===== src/rtl/hazard_ctrl_if.sv =====
`default_nettype none
// +----------------------------------------------------------------------------+
// | hazard_ctrl_if : pipeline-side signals of the hazard controller            |
// | Rev 1.0 - initial release                                                  |
// +----------------------------------------------------------------------------+
interface hazard_ctrl_if #(
    parameter int ADDR_W = 5,
    parameter int CNT_W  = 16
);
    logic [ADDR_W-1:0] rs1_id;
    logic [ADDR_W-1:0] rs2_id;
    logic              rs1_used_id;
    logic              rs2_used_id;
    logic [ADDR_W-1:0] rd_ex;
    logic              memread_ex;
    logic              regwrite_ex;
    logic [ADDR_W-1:0] rd_mem;
    logic              regwrite_mem;
    logic              branch_taken_ex;
    logic              dmem_wait;
    logic              pc_en;
    logic              ifid_en;
    logic              idex_en;
    logic              exmem_en;
    logic              ifid_flush;
    logic              idex_flush;
    logic              memwb_flush;
    logic              hazard_stall;
    logic [CNT_W-1:0]  stall_cnt;

    modport master (
        output rs1_id, rs2_id, rs1_used_id, rs2_used_id, rd_ex, memread_ex,
               regwrite_ex, rd_mem, regwrite_mem, branch_taken_ex, dmem_wait,
        input  pc_en, ifid_en, idex_en, exmem_en, ifid_flush, idex_flush,
               memwb_flush, hazard_stall, stall_cnt
    );

    modport slave (
        input  rs1_id, rs2_id, rs1_used_id, rs2_used_id, rd_ex, memread_ex,
               regwrite_ex, rd_mem, regwrite_mem, branch_taken_ex, dmem_wait,
        output pc_en, ifid_en, idex_en, exmem_en, ifid_flush, idex_flush,
               memwb_flush, hazard_stall, stall_cnt
    );
endinterface
`default_nettype wire


===== src/rtl/hazard_ctrl.sv =====
`default_nettype none
// +----------------------------------------------------------------------------+
// | hazard_ctrl : RAW/load-use stall, branch flush and dmem freeze control     |
// | Optional macro HAZARD_FWD_EN: EX/MEM forwarding present, only loads stall  |
// | Rev 1.0 - initial release                                                  |
// +----------------------------------------------------------------------------+
module hazard_ctrl #(
    parameter int ADDR_W    = 5,
    parameter int LU_CYCLES = 1,
    parameter int CNT_W     = 16
) (
    input wire           clk,
    input wire           rst,
    hazard_ctrl_if.slave hz
);

    typedef enum logic [0:0] {
        ST_RUN   = 1'b0,
        ST_STALL = 1'b1
    } state_t;

    // RUN already spends one bubble, so the counter covers the remaining ones minus one
    localparam logic [2:0] c_LU_LOAD = (LU_CYCLES > 1) ? 3'(LU_CYCLES - 2) : 3'd0;

    state_t           r_state;
    logic [2:0]       r_cnt;
    logic [CNT_W-1:0] r_stall_cnt;

    logic w_rs1_ex, w_rs2_ex, w_lu_hit, w_raw, w_stall;
    logic w_pc_en, w_ifid_en, w_idex_en, w_exmem_en;
    logic w_ifid_flush, w_idex_flush, w_memwb_flush, w_hazard_stall;

    assign w_rs1_ex = hz.rs1_used_id && (hz.rs1_id == hz.rd_ex) && (hz.rd_ex != '0);
    assign w_rs2_ex = hz.rs2_used_id && (hz.rs2_id == hz.rd_ex) && (hz.rd_ex != '0);
    assign w_lu_hit = hz.memread_ex && hz.regwrite_ex && (w_rs1_ex || w_rs2_ex);

`ifdef HAZARD_FWD_EN
    assign w_raw = 1'b0;
`else
    logic w_rs1_mem, w_rs2_mem;
    assign w_rs1_mem = hz.rs1_used_id && (hz.rs1_id == hz.rd_mem) && (hz.rd_mem != '0);
    assign w_rs2_mem = hz.rs2_used_id && (hz.rs2_id == hz.rd_mem) && (hz.rd_mem != '0);
    assign w_raw = (hz.regwrite_ex && (w_rs1_ex || w_rs2_ex)) ||
                   (hz.regwrite_mem && (w_rs1_mem || w_rs2_mem));
`endif

    assign w_stall = (r_state == ST_STALL) || w_lu_hit || w_raw;

    // Priority: reset, memory wait, taken branch, stall, free-running
    always_comb begin
        w_pc_en        = 1'b1;
        w_ifid_en      = 1'b1;
        w_idex_en      = 1'b1;
        w_exmem_en     = 1'b1;
        w_ifid_flush   = 1'b0;
        w_idex_flush   = 1'b0;
        w_memwb_flush  = 1'b0;
        w_hazard_stall = 1'b0;
        if (rst) begin
            w_pc_en       = 1'b0;
            w_ifid_en     = 1'b0;
            w_idex_en     = 1'b0;
            w_exmem_en    = 1'b0;
            w_ifid_flush  = 1'b1;
            w_idex_flush  = 1'b1;
            w_memwb_flush = 1'b1;
        end else if (hz.dmem_wait) begin
            w_pc_en        = 1'b0;
            w_ifid_en      = 1'b0;
            w_idex_en      = 1'b0;
            w_exmem_en     = 1'b0;
            w_memwb_flush  = 1'b1;
            w_hazard_stall = w_stall;
        end else if (hz.branch_taken_ex) begin
            w_ifid_flush = 1'b1;
            w_idex_flush = 1'b1;
        end else if (w_stall) begin
            w_pc_en        = 1'b0;
            w_ifid_en      = 1'b0;
            w_idex_flush   = 1'b1;
            w_hazard_stall = 1'b1;
        end
    end

    always_ff @(posedge clk or posedge rst) begin
        if (rst) begin
            r_state     <= ST_RUN;
            r_cnt       <= 3'd0;
            r_stall_cnt <= '0;
        end else begin
            if (!w_pc_en && (r_stall_cnt != '1)) begin
                r_stall_cnt <= r_stall_cnt + 1'b1;
            end
            if (!hz.dmem_wait) begin
                if (hz.branch_taken_ex) begin
                    r_state <= ST_RUN;
                    r_cnt   <= 3'd0;
                end else if (r_state == ST_STALL) begin
                    if (r_cnt == 3'd0) begin
                        r_state <= ST_RUN;
                    end else begin
                        r_cnt <= r_cnt - 3'd1;
                    end
                end else if (w_lu_hit && (LU_CYCLES > 1)) begin
                    r_state <= ST_STALL;
                    r_cnt   <= c_LU_LOAD;
                end
            end
        end
    end

    assign hz.pc_en        = w_pc_en;
    assign hz.ifid_en      = w_ifid_en;
    assign hz.idex_en      = w_idex_en;
    assign hz.exmem_en     = w_exmem_en;
    assign hz.ifid_flush   = w_ifid_flush;
    assign hz.idex_flush   = w_idex_flush;
    assign hz.memwb_flush  = w_memwb_flush;
    assign hz.hazard_stall = w_hazard_stall;
    assign hz.stall_cnt    = r_stall_cnt;

endmodule
`default_nettype wire

===== src/flat_wrapper.sv =====
// flat-port wrapper written by rule: the top's interface ports become plain ports
module hazard_ctrl_flat 
#(
    parameter int ADDR_W    = 5,
    parameter int LU_CYCLES = 1,
    parameter int CNT_W     = 16
)
  (clk, rst, hz_rs1_id, hz_rs2_id, hz_rs1_used_id, hz_rs2_used_id, hz_rd_ex, hz_memread_ex, hz_regwrite_ex, hz_rd_mem, hz_regwrite_mem, hz_branch_taken_ex, hz_dmem_wait, hz_pc_en, hz_ifid_en, hz_idex_en, hz_exmem_en, hz_ifid_flush, hz_idex_flush, hz_memwb_flush, hz_hazard_stall, hz_stall_cnt);
  hazard_ctrl_if #(.ADDR_W(ADDR_W), .CNT_W(CNT_W)) hz_i ();
  input wire clk;
  input wire rst;
  input wire logic [$bits(hz_i.rs1_id)-1:0] hz_rs1_id;
  input wire logic [$bits(hz_i.rs2_id)-1:0] hz_rs2_id;
  input wire logic [$bits(hz_i.rs1_used_id)-1:0] hz_rs1_used_id;
  input wire logic [$bits(hz_i.rs2_used_id)-1:0] hz_rs2_used_id;
  input wire logic [$bits(hz_i.rd_ex)-1:0] hz_rd_ex;
  input wire logic [$bits(hz_i.memread_ex)-1:0] hz_memread_ex;
  input wire logic [$bits(hz_i.regwrite_ex)-1:0] hz_regwrite_ex;
  input wire logic [$bits(hz_i.rd_mem)-1:0] hz_rd_mem;
  input wire logic [$bits(hz_i.regwrite_mem)-1:0] hz_regwrite_mem;
  input wire logic [$bits(hz_i.branch_taken_ex)-1:0] hz_branch_taken_ex;
  input wire logic [$bits(hz_i.dmem_wait)-1:0] hz_dmem_wait;
  output wire logic [$bits(hz_i.pc_en)-1:0] hz_pc_en;
  output wire logic [$bits(hz_i.ifid_en)-1:0] hz_ifid_en;
  output wire logic [$bits(hz_i.idex_en)-1:0] hz_idex_en;
  output wire logic [$bits(hz_i.exmem_en)-1:0] hz_exmem_en;
  output wire logic [$bits(hz_i.ifid_flush)-1:0] hz_ifid_flush;
  output wire logic [$bits(hz_i.idex_flush)-1:0] hz_idex_flush;
  output wire logic [$bits(hz_i.memwb_flush)-1:0] hz_memwb_flush;
  output wire logic [$bits(hz_i.hazard_stall)-1:0] hz_hazard_stall;
  output wire logic [$bits(hz_i.stall_cnt)-1:0] hz_stall_cnt;
  assign hz_i.rs1_id = hz_rs1_id;
  assign hz_i.rs2_id = hz_rs2_id;
  assign hz_i.rs1_used_id = hz_rs1_used_id;
  assign hz_i.rs2_used_id = hz_rs2_used_id;
  assign hz_i.rd_ex = hz_rd_ex;
  assign hz_i.memread_ex = hz_memread_ex;
  assign hz_i.regwrite_ex = hz_regwrite_ex;
  assign hz_i.rd_mem = hz_rd_mem;
  assign hz_i.regwrite_mem = hz_regwrite_mem;
  assign hz_i.branch_taken_ex = hz_branch_taken_ex;
  assign hz_i.dmem_wait = hz_dmem_wait;
  assign hz_pc_en = hz_i.pc_en;
  assign hz_ifid_en = hz_i.ifid_en;
  assign hz_idex_en = hz_i.idex_en;
  assign hz_exmem_en = hz_i.exmem_en;
  assign hz_ifid_flush = hz_i.ifid_flush;
  assign hz_idex_flush = hz_i.idex_flush;
  assign hz_memwb_flush = hz_i.memwb_flush;
  assign hz_hazard_stall = hz_i.hazard_stall;
  assign hz_stall_cnt = hz_i.stall_cnt;
  hazard_ctrl #(.ADDR_W(ADDR_W), .LU_CYCLES(LU_CYCLES), .CNT_W(CNT_W)) u_core (.clk(clk), .rst(rst), .hz(hz_i));
endmodule

===== config.mk =====
export PLATFORM = sky130hd
export DESIGN_NAME = hazard_ctrl_flat
export DESIGN_NICKNAME = d
export VERILOG_FILES = /design/src/rtl/hazard_ctrl_if.sv /design/src/rtl/hazard_ctrl.sv /design/src/flat_wrapper.sv
export SDC_FILE = /design/constraint.sdc
export NUM_CORES = 1
export LEC_CHECK = 0
export ABC_AREA = 1
export BUFFER_PORTS_ARGS = -buffer_cell sky130_fd_sc_hd__buf_2
export CAP_MARGIN = 20
export CORE_MARGIN = 2
export CORE_UTILIZATION = 51
export DETAILED_ROUTE_END_ITERATION = 6
export GPL_ROUTABILITY_DRIVEN = 0
export PLACE_DENSITY = 0.83
export SLEW_MARGIN = 20
export SYNTH_ARGS = -nofsm -noshare
export SYNTH_HDL_FRONTEND = slang
export SYNTH_SLANG_ARGS = --single-unit

===== constraint.sdc =====
create_clock -name clk -period 2 [get_ports clk]
set_input_delay 0.1 -clock clk [delete_from_list [all_inputs] [get_ports clk]]
set_output_delay 0.1 -clock clk [all_outputs]
set_load 0.1 [all_outputs]

==> run_results.csv, run 1 <==
group,metric,value,unit
run_status,outcome,"complete, no violations",
setup_path,crit_required,2.23,ns
layout,layout-area-overhead-vs-synth,23.9,%
global_route,grt_remaining_overflow,0,
yosys,yosysSeqAreaShare,30.2,%
yosys,async_reset_ff_share,100,%
timing,worst_slew_pin_slew,0.762,ns
flow_run,maxCapViolCount,0,
timing,report.final.slew_viol_count,0,
detailed_routing,drc_errors,0,
global_route,grt_pass1_vias,1554,
clocking,cts_setup_buffers,0,
layout,nets,356,
yosys,yosys-top-cells-count,"nand2_1, inv_1, nor2_1",
timing,fin_crit_sh,90.0,%
layout,drive_gt1_share,25.1,%
power_and_ir_drop,p_leak,1.18,nW
detailed_routing,wirelength,3810,um
yosys,yosysWarningCount,0,
clocking,cts_htree_levels,1,
detailed_routing,avgViaCountPerCell,4.89,
detailed_routing,ant_nets,0,
die,die_area,3720,um^2
die,die_y,61.0,um
die,fp-row-count,20,
yosys,synthFlopType,"dfrtp_1",
global_route,grt_max_degree,21,
setup_path,critical_path_class,"reg -> reg",
setup_path,crit_arrival,2.03,ns
timing,setup_violations,0,
detailed_routing,first_iter_violations,97,
yosys,yosysMostFrequentCell,"nand2_1",
setup_path,endpoint_kind,"flip-flop",
timing,tns,0,ns
yosys,syn_nets,301,
yosys,synth-edff-count,0,
detailed_routing,vias,1794,
global_route,grt_usage,22.3,%
clocking,clockBufferDepth,2,
yosys,syn_area,1660,um^2
detailed_routing,first_pass_iters,4,
timing,worst_slack,0.199,ns
setup_path,crit_path_max_fanout,15,
placement,io_buffers,51,
timing,max_slew_margin,49.1,%
worst_hold_path,hold_class,"in -> reg",
setup_path,start_kind,"flip-flop",
yosys,synth_cell_types,24,
layout,num_antenna_cells,0,
timing,fin_skew,0.0144,ns
yosys,synth_top_area_share,30.2,%
yosys,yosys.area.top_type,"dfrtp_1",
die,die_w,61.0,um
clocking,cts_tree,"done",
clocking,insertion_delay,0.29,ns
placement,post-dp-hpwl,3170,um
timing,rsz0062_at_grt,"no",
clocking,cts-root-buf,"clkbuf_4",
yosys,avgSynthCellArea,6.16,um^2
yosys,postSynthCellCount,269,
die,core_region_area,3080,um^2
placement,dp_slack,0.222,ns
power_and_ir_drop,power_density,779,nW/um^2
clocking,cts_buffers,3,
global_route,grt_pass1_wl,6390,um
die,ioPinCount,53,
clocking,path_clk_slew,0.12,ns
yosys,ys_ff_latch,20,
clocking,clock_sinks,20,
timing,finalHoldViolations,0,
yosys,synth_area_leaders,"dfrtp_1, nand2_1, nand3_1, inv_1, nor2_1",
power_and_ir_drop,ir_drop,0.306,mV
die,start_util,53.8,%
timing,fmax,0.555,GHz
timing,min_period,1.80,ns
global_route,antenna_found_initial,0,
detailed_routing,wire_per_inst,10.4,um
## registers in the layout, summed over array words and instances, names as in the netlist
name	count
u_core.hz.stall_cnt	16
u_core.r_cnt	3
u_core.r_state	1
## per-layer routing
layer | vias up | GRT usage (%) | share of wire [%]
met4 | 0 | 5.59 | 1.3
met3 | 4 | 2.56 | 5.1
li1 | 938 | - | -
met2 | 49 | 37.0 | 47
met5 | - | 0 | 0
met1 | 803 | 30.9 | 47
## cell families after synthesis
group | synth area share [%]
AO/OA/AOI/OAI | 3.17
XOR/XNOR | 7.40
adder cells (fa/ha/maj) | 2.27
buffers and inverters | 11.0
flip-flops | 30.2
AND/OR/NAND/NOR | 45.9
## per-stage QoR
step	cell area [um^2]	hold slack, ns	total power, mW	instances	util, %
after floorplan	1690	0.0630	1.25	269	-
after global placement	2020	0.308	1.40	362	65.5
after detailed placement	2020	0.312	1.41	362	65.5
after CTS	2050	0.120	1.61	367	66.7
after global routing	2050	0.129	1.69	367	66.7
final	2050	0.119	1.60	367	66.7
## what timing repair did
action / CTS / global route
endpoints found under the hold margin: 10 / 0
hold buffers: 1 / 0
resized for setup: 0 / 0
## worst paths after layout
path,start,end,cells after the start,slack [ns]
max,u_core.hz.stall_cnt[0],u_core.hz.stall_cnt[7],7,0.20
min,hz_branch_taken_ex,u_core.r_cnt[0],4,0.12
max reg2reg,u_core.hz.stall_cnt[0],u_core.hz.stall_cnt[7],7,0.20
min reg2reg,u_core.hz.stall_cnt[15],u_core.hz.stall_cnt[15],2,0.52
max in group asynchronous,rst,u_core.hz.stall_cnt[0],3,0.94
min in group asynchronous,rst,u_core.hz.stall_cnt[1],3,0.51
## power by group
group / leakage (nW) / total (mW) / switching [mW] / internal, mW
sequential: 0.250 / 0.557 / 0.0802 / 0.477
clock: 0.0150 / 0.196 / 0.119 / 0.0773
combinational: 0.915 / 0.846 / 0.670 / 0.176
total: 1.18 / 1.60 / 0.868 / 0.731
## cells in the final DEF, fill, tap and decap left out, types with 2 or more instances in the layout
master | netlist | layout
nand2_1 | 108 | 108
dfrtp_4 | 0 | 2
xor2_1 | 8 | 8
clkbuf_4 | 0 | 3
o21ai_0 | 6 | 6
buf_12 | 0 | 2
ha_1 | 3 | 3
buf_4 | 2 | 3
o22ai_1 | 2 | 2
nand3_1 | 28 | 28
inv_1 | 37 | 36
dfrtp_1 | 20 | 6
buf_2 | 2 | 49
dfrtp_2 | 0 | 12
inv_2 | 2 | 2
nor2_1 | 29 | 28
xnor2_1 | 6 | 6
nor3_1 | 4 | 4
nand4_1 | 3 | 3
## area by class of cell
| class | count | area (um^2) |
|---|---|---|
| inverters | 39 | 150 |
| flip-flops and latches | 20 | 523 |
| clock buffers | 4 | 26.3 |
| fillers | 322 | 1020 |
| repair buffers | 55 | 318 |
| well taps | 44 | 55.1 |
| multi-input cells | 205 | 981 |
## critical path, cell delays in order (launching register included)
cell	delay, ns
dfrtp_4	0.46
ha_1	0.21
nand3_1	0.19
nor4_2	0.24
nand4_2	0.17
nand2_2	0.29
nand2_1	0.10
nand2_1	0.07
(Power assumes the default switching activity.)
==> inputs of run 2 (changes only) <==
- CORE_MARGIN: 2 -> 4
- CORE_UTILIZATION: 51 -> 53
- PLACE_DENSITY: 0.83 -> 0.86
- clock period: 2 -> 2.3 ns (I/O delays scaled with it)
==> run_results.csv, run 2 (same netlist as run 1, synthesis figures left out) <==
group,metric,value,unit
run_status,outcome,"complete, no violations",
setup_path,crit_required,2.55,ns
detailed_routing,avgViaCountPerCell,5.00,
timing,fin_skew,0.0118,ns
setup_path,crit_path_max_fanout,15,
detailed_routing,wirelength,4010,um
clocking,cts_htree_levels,1,
detailed_routing,wire_per_inst,11.0,um
setup_path,max_stage_delay,0.44,ns
timing,rsz0062_at_grt,"no",
die,core_region_area,3030,um^2
detailed_routing,vias,1824,
setup_path,critical_path.slowest_cell,"dfrtp_2",
timing,min_period,1.96,ns
setup_path,critical_path_class,"reg -> reg",
setup_path,cp_common_cell,"nand2_1",
layout,drive_gt1_share,20.9,%
clocking,holdBufCountCts,1,
layout,layout-area-overhead-vs-synth,21.4,%
timing,tns,0,ns
die,die_y,63.9,um
placement,dp_cells,360,
clocking,clockBufferDepth,2,
timing,setup_violations,0,
detailed_routing,first_pass_iters,4,
clocking,insertion_delay,0.32,ns
placement,post-dp-hpwl,3180,um
flow_run,maxCapViolCount,0,
power_and_ir_drop,power_density,746,nW/um^2
setup_path,crit-reg2reg-launch,"u_core.hz.stall_cnt[0]",
setup_path,crit_arrival,2.21,ns
timing,max_slew_margin,48.5,%
die,ioPinCount,53,
setup_path,crit_end,"u_core.hz.stall_cnt[15]",
power_and_ir_drop,ir_drop,0.334,mV
clocking,clock_sinks,20,
setup_path,start_kind,"flip-flop",
setup_path,cp_top_family,"simple AND/OR/NAND/NOR gates",
clocking,cts_buffers,3,
worst_hold_path,hold_class,"in -> reg",
layout,largest_reg_flops,16,
layout,fin_cells,365,
layout,fillers,269,
die,die_area,4080,um^2
clocking,cts_tree,"done",
setup_path,path_depth,7,
layout,final_common_cell,"nand2_1",
layout,final_cell_mix,"nand2_1, buf_2, inv_1",
global_route,grt_pass1_wl,6890,um
setup_path,rr_endpoint,"u_core.hz.stall_cnt[15]",
global_route,grt_remaining_overflow,0,
setup_path,endpoint_kind,"flip-flop",
global_route,antenna_found_initial,0,
timing,finalHoldViolations,0,
setup_path,worstPathCellList,"ha_1 > nand3_1 > nor4_2 > nand4_2 > nand2_2 > nand2_1 > nand2_1",
clocking,path_clk_slew,0.13,ns
clocking,cts-root-buf,"clkbuf_4",
power_and_ir_drop,p_leak,1.20,nW
detailed_routing,first_iter_violations,114,
die,die_w,63.9,um
setup_path,reg2reg_depth,7,
detailed_routing,drc_errors,0,
layout,num_antenna_cells,0,
detailed_routing,ant_nets,0,
clocking,cts_resized,0,
die,fp-row-count,20,
setup_path,reg2reg_slack,0.34,ns
timing,worst_slew_pin_slew,0.771,ns
setup_path,cp_num_buf_inv,0,
timing,report.final.slew_viol_count,0,
global_route,grt_max_degree,21,
layout,nets,354,
global_route,grt_pass1_vias,1664,
setup_path,crit_start,"u_core.hz.stall_cnt[0]",
clocking,cts_setup_buffers,0,
timing,fin_crit_sh,85.0,%
global_route,grt_usage,20.9,%
timing,fmax,0.511,GHz
die,start_util,54.7,%
placement,io_buffers,51,
-- run 2: metrics by stage --
stage | hold WS, ns | util (%) | setup WS (ns) | cell area, um^2 | power, mW
finish | 0.114 | 66.4 | 0.344 | 2010 | 1.50
global route | 0.156 | 66.4 | 0.186 | 2010 | 1.58
CTS | 0.104 | 66.4 | 0.355 | 2010 | 1.50
detailed placement | 0.327 | 64.3 | 0.396 | 1950 | 1.21
global placement | 0.324 | 64.3 | 0.482 | 1950 | 1.19
floorplan | 0.0787 | - | 0.0377 | 1670 | 1.07
-- run 2: worst min-delay path by stage --
stage	startpoint	to	slack, ns	cells past startpoint
after floorplan	rst	u_core.hz.stall_cnt[10]	0.08	1
after CTS	hz_branch_taken_ex	u_core.r_cnt[0]	0.10	4
after detailed placement	rst	u_core.r_cnt[0]	0.33	2
after global placement	rst	u_core.r_state	0.32	2
final	hz_branch_taken_ex	u_core.r_cnt[0]	0.11	4
after global routing	hz_branch_taken_ex	u_core.r_cnt[1]	0.16	4
-- run 2: final cells by class --
cell class	count	area, um^2	share of cell area, %
clock buffers	3	22.5	1.12
clock inverters	1	30.0	1.49
inverters	39	146	7.28
multi-input cells	205	981	48.8
flip-flops and latches	20	503	25.0
well taps	44	55.1	2.74
repair buffers	53	273	13.6
-- run 2: power by group --
part / switching [mW] / leakage [nW] / internal [mW]
Combinational: 0.585 / 0.905 / 0.145
Sequential: 0.0738 / 0.269 / 0.402
Clock: 0.118 / 0.0279 / 0.176
-- run 2: layer usage --
metal	up-vias	global-route usage, %	wire (um)
met1	816	25.7	1710
met3	4	3.87	275
met4	0	8.36	55
li1	936	-	-
met2	68	35.9	1970
met5	-	0	0
-- run 2: worst register-to-register path, stage by stage, from the launching register on --
cell and delay [ns]:
dfrtp_2 0.44, ha_1 0.22, nand3_1 0.21, nor4_2 0.25, nand4_2 0.28, nand2_2 0.35
nand2_1 0.09, nand2_1 0.07
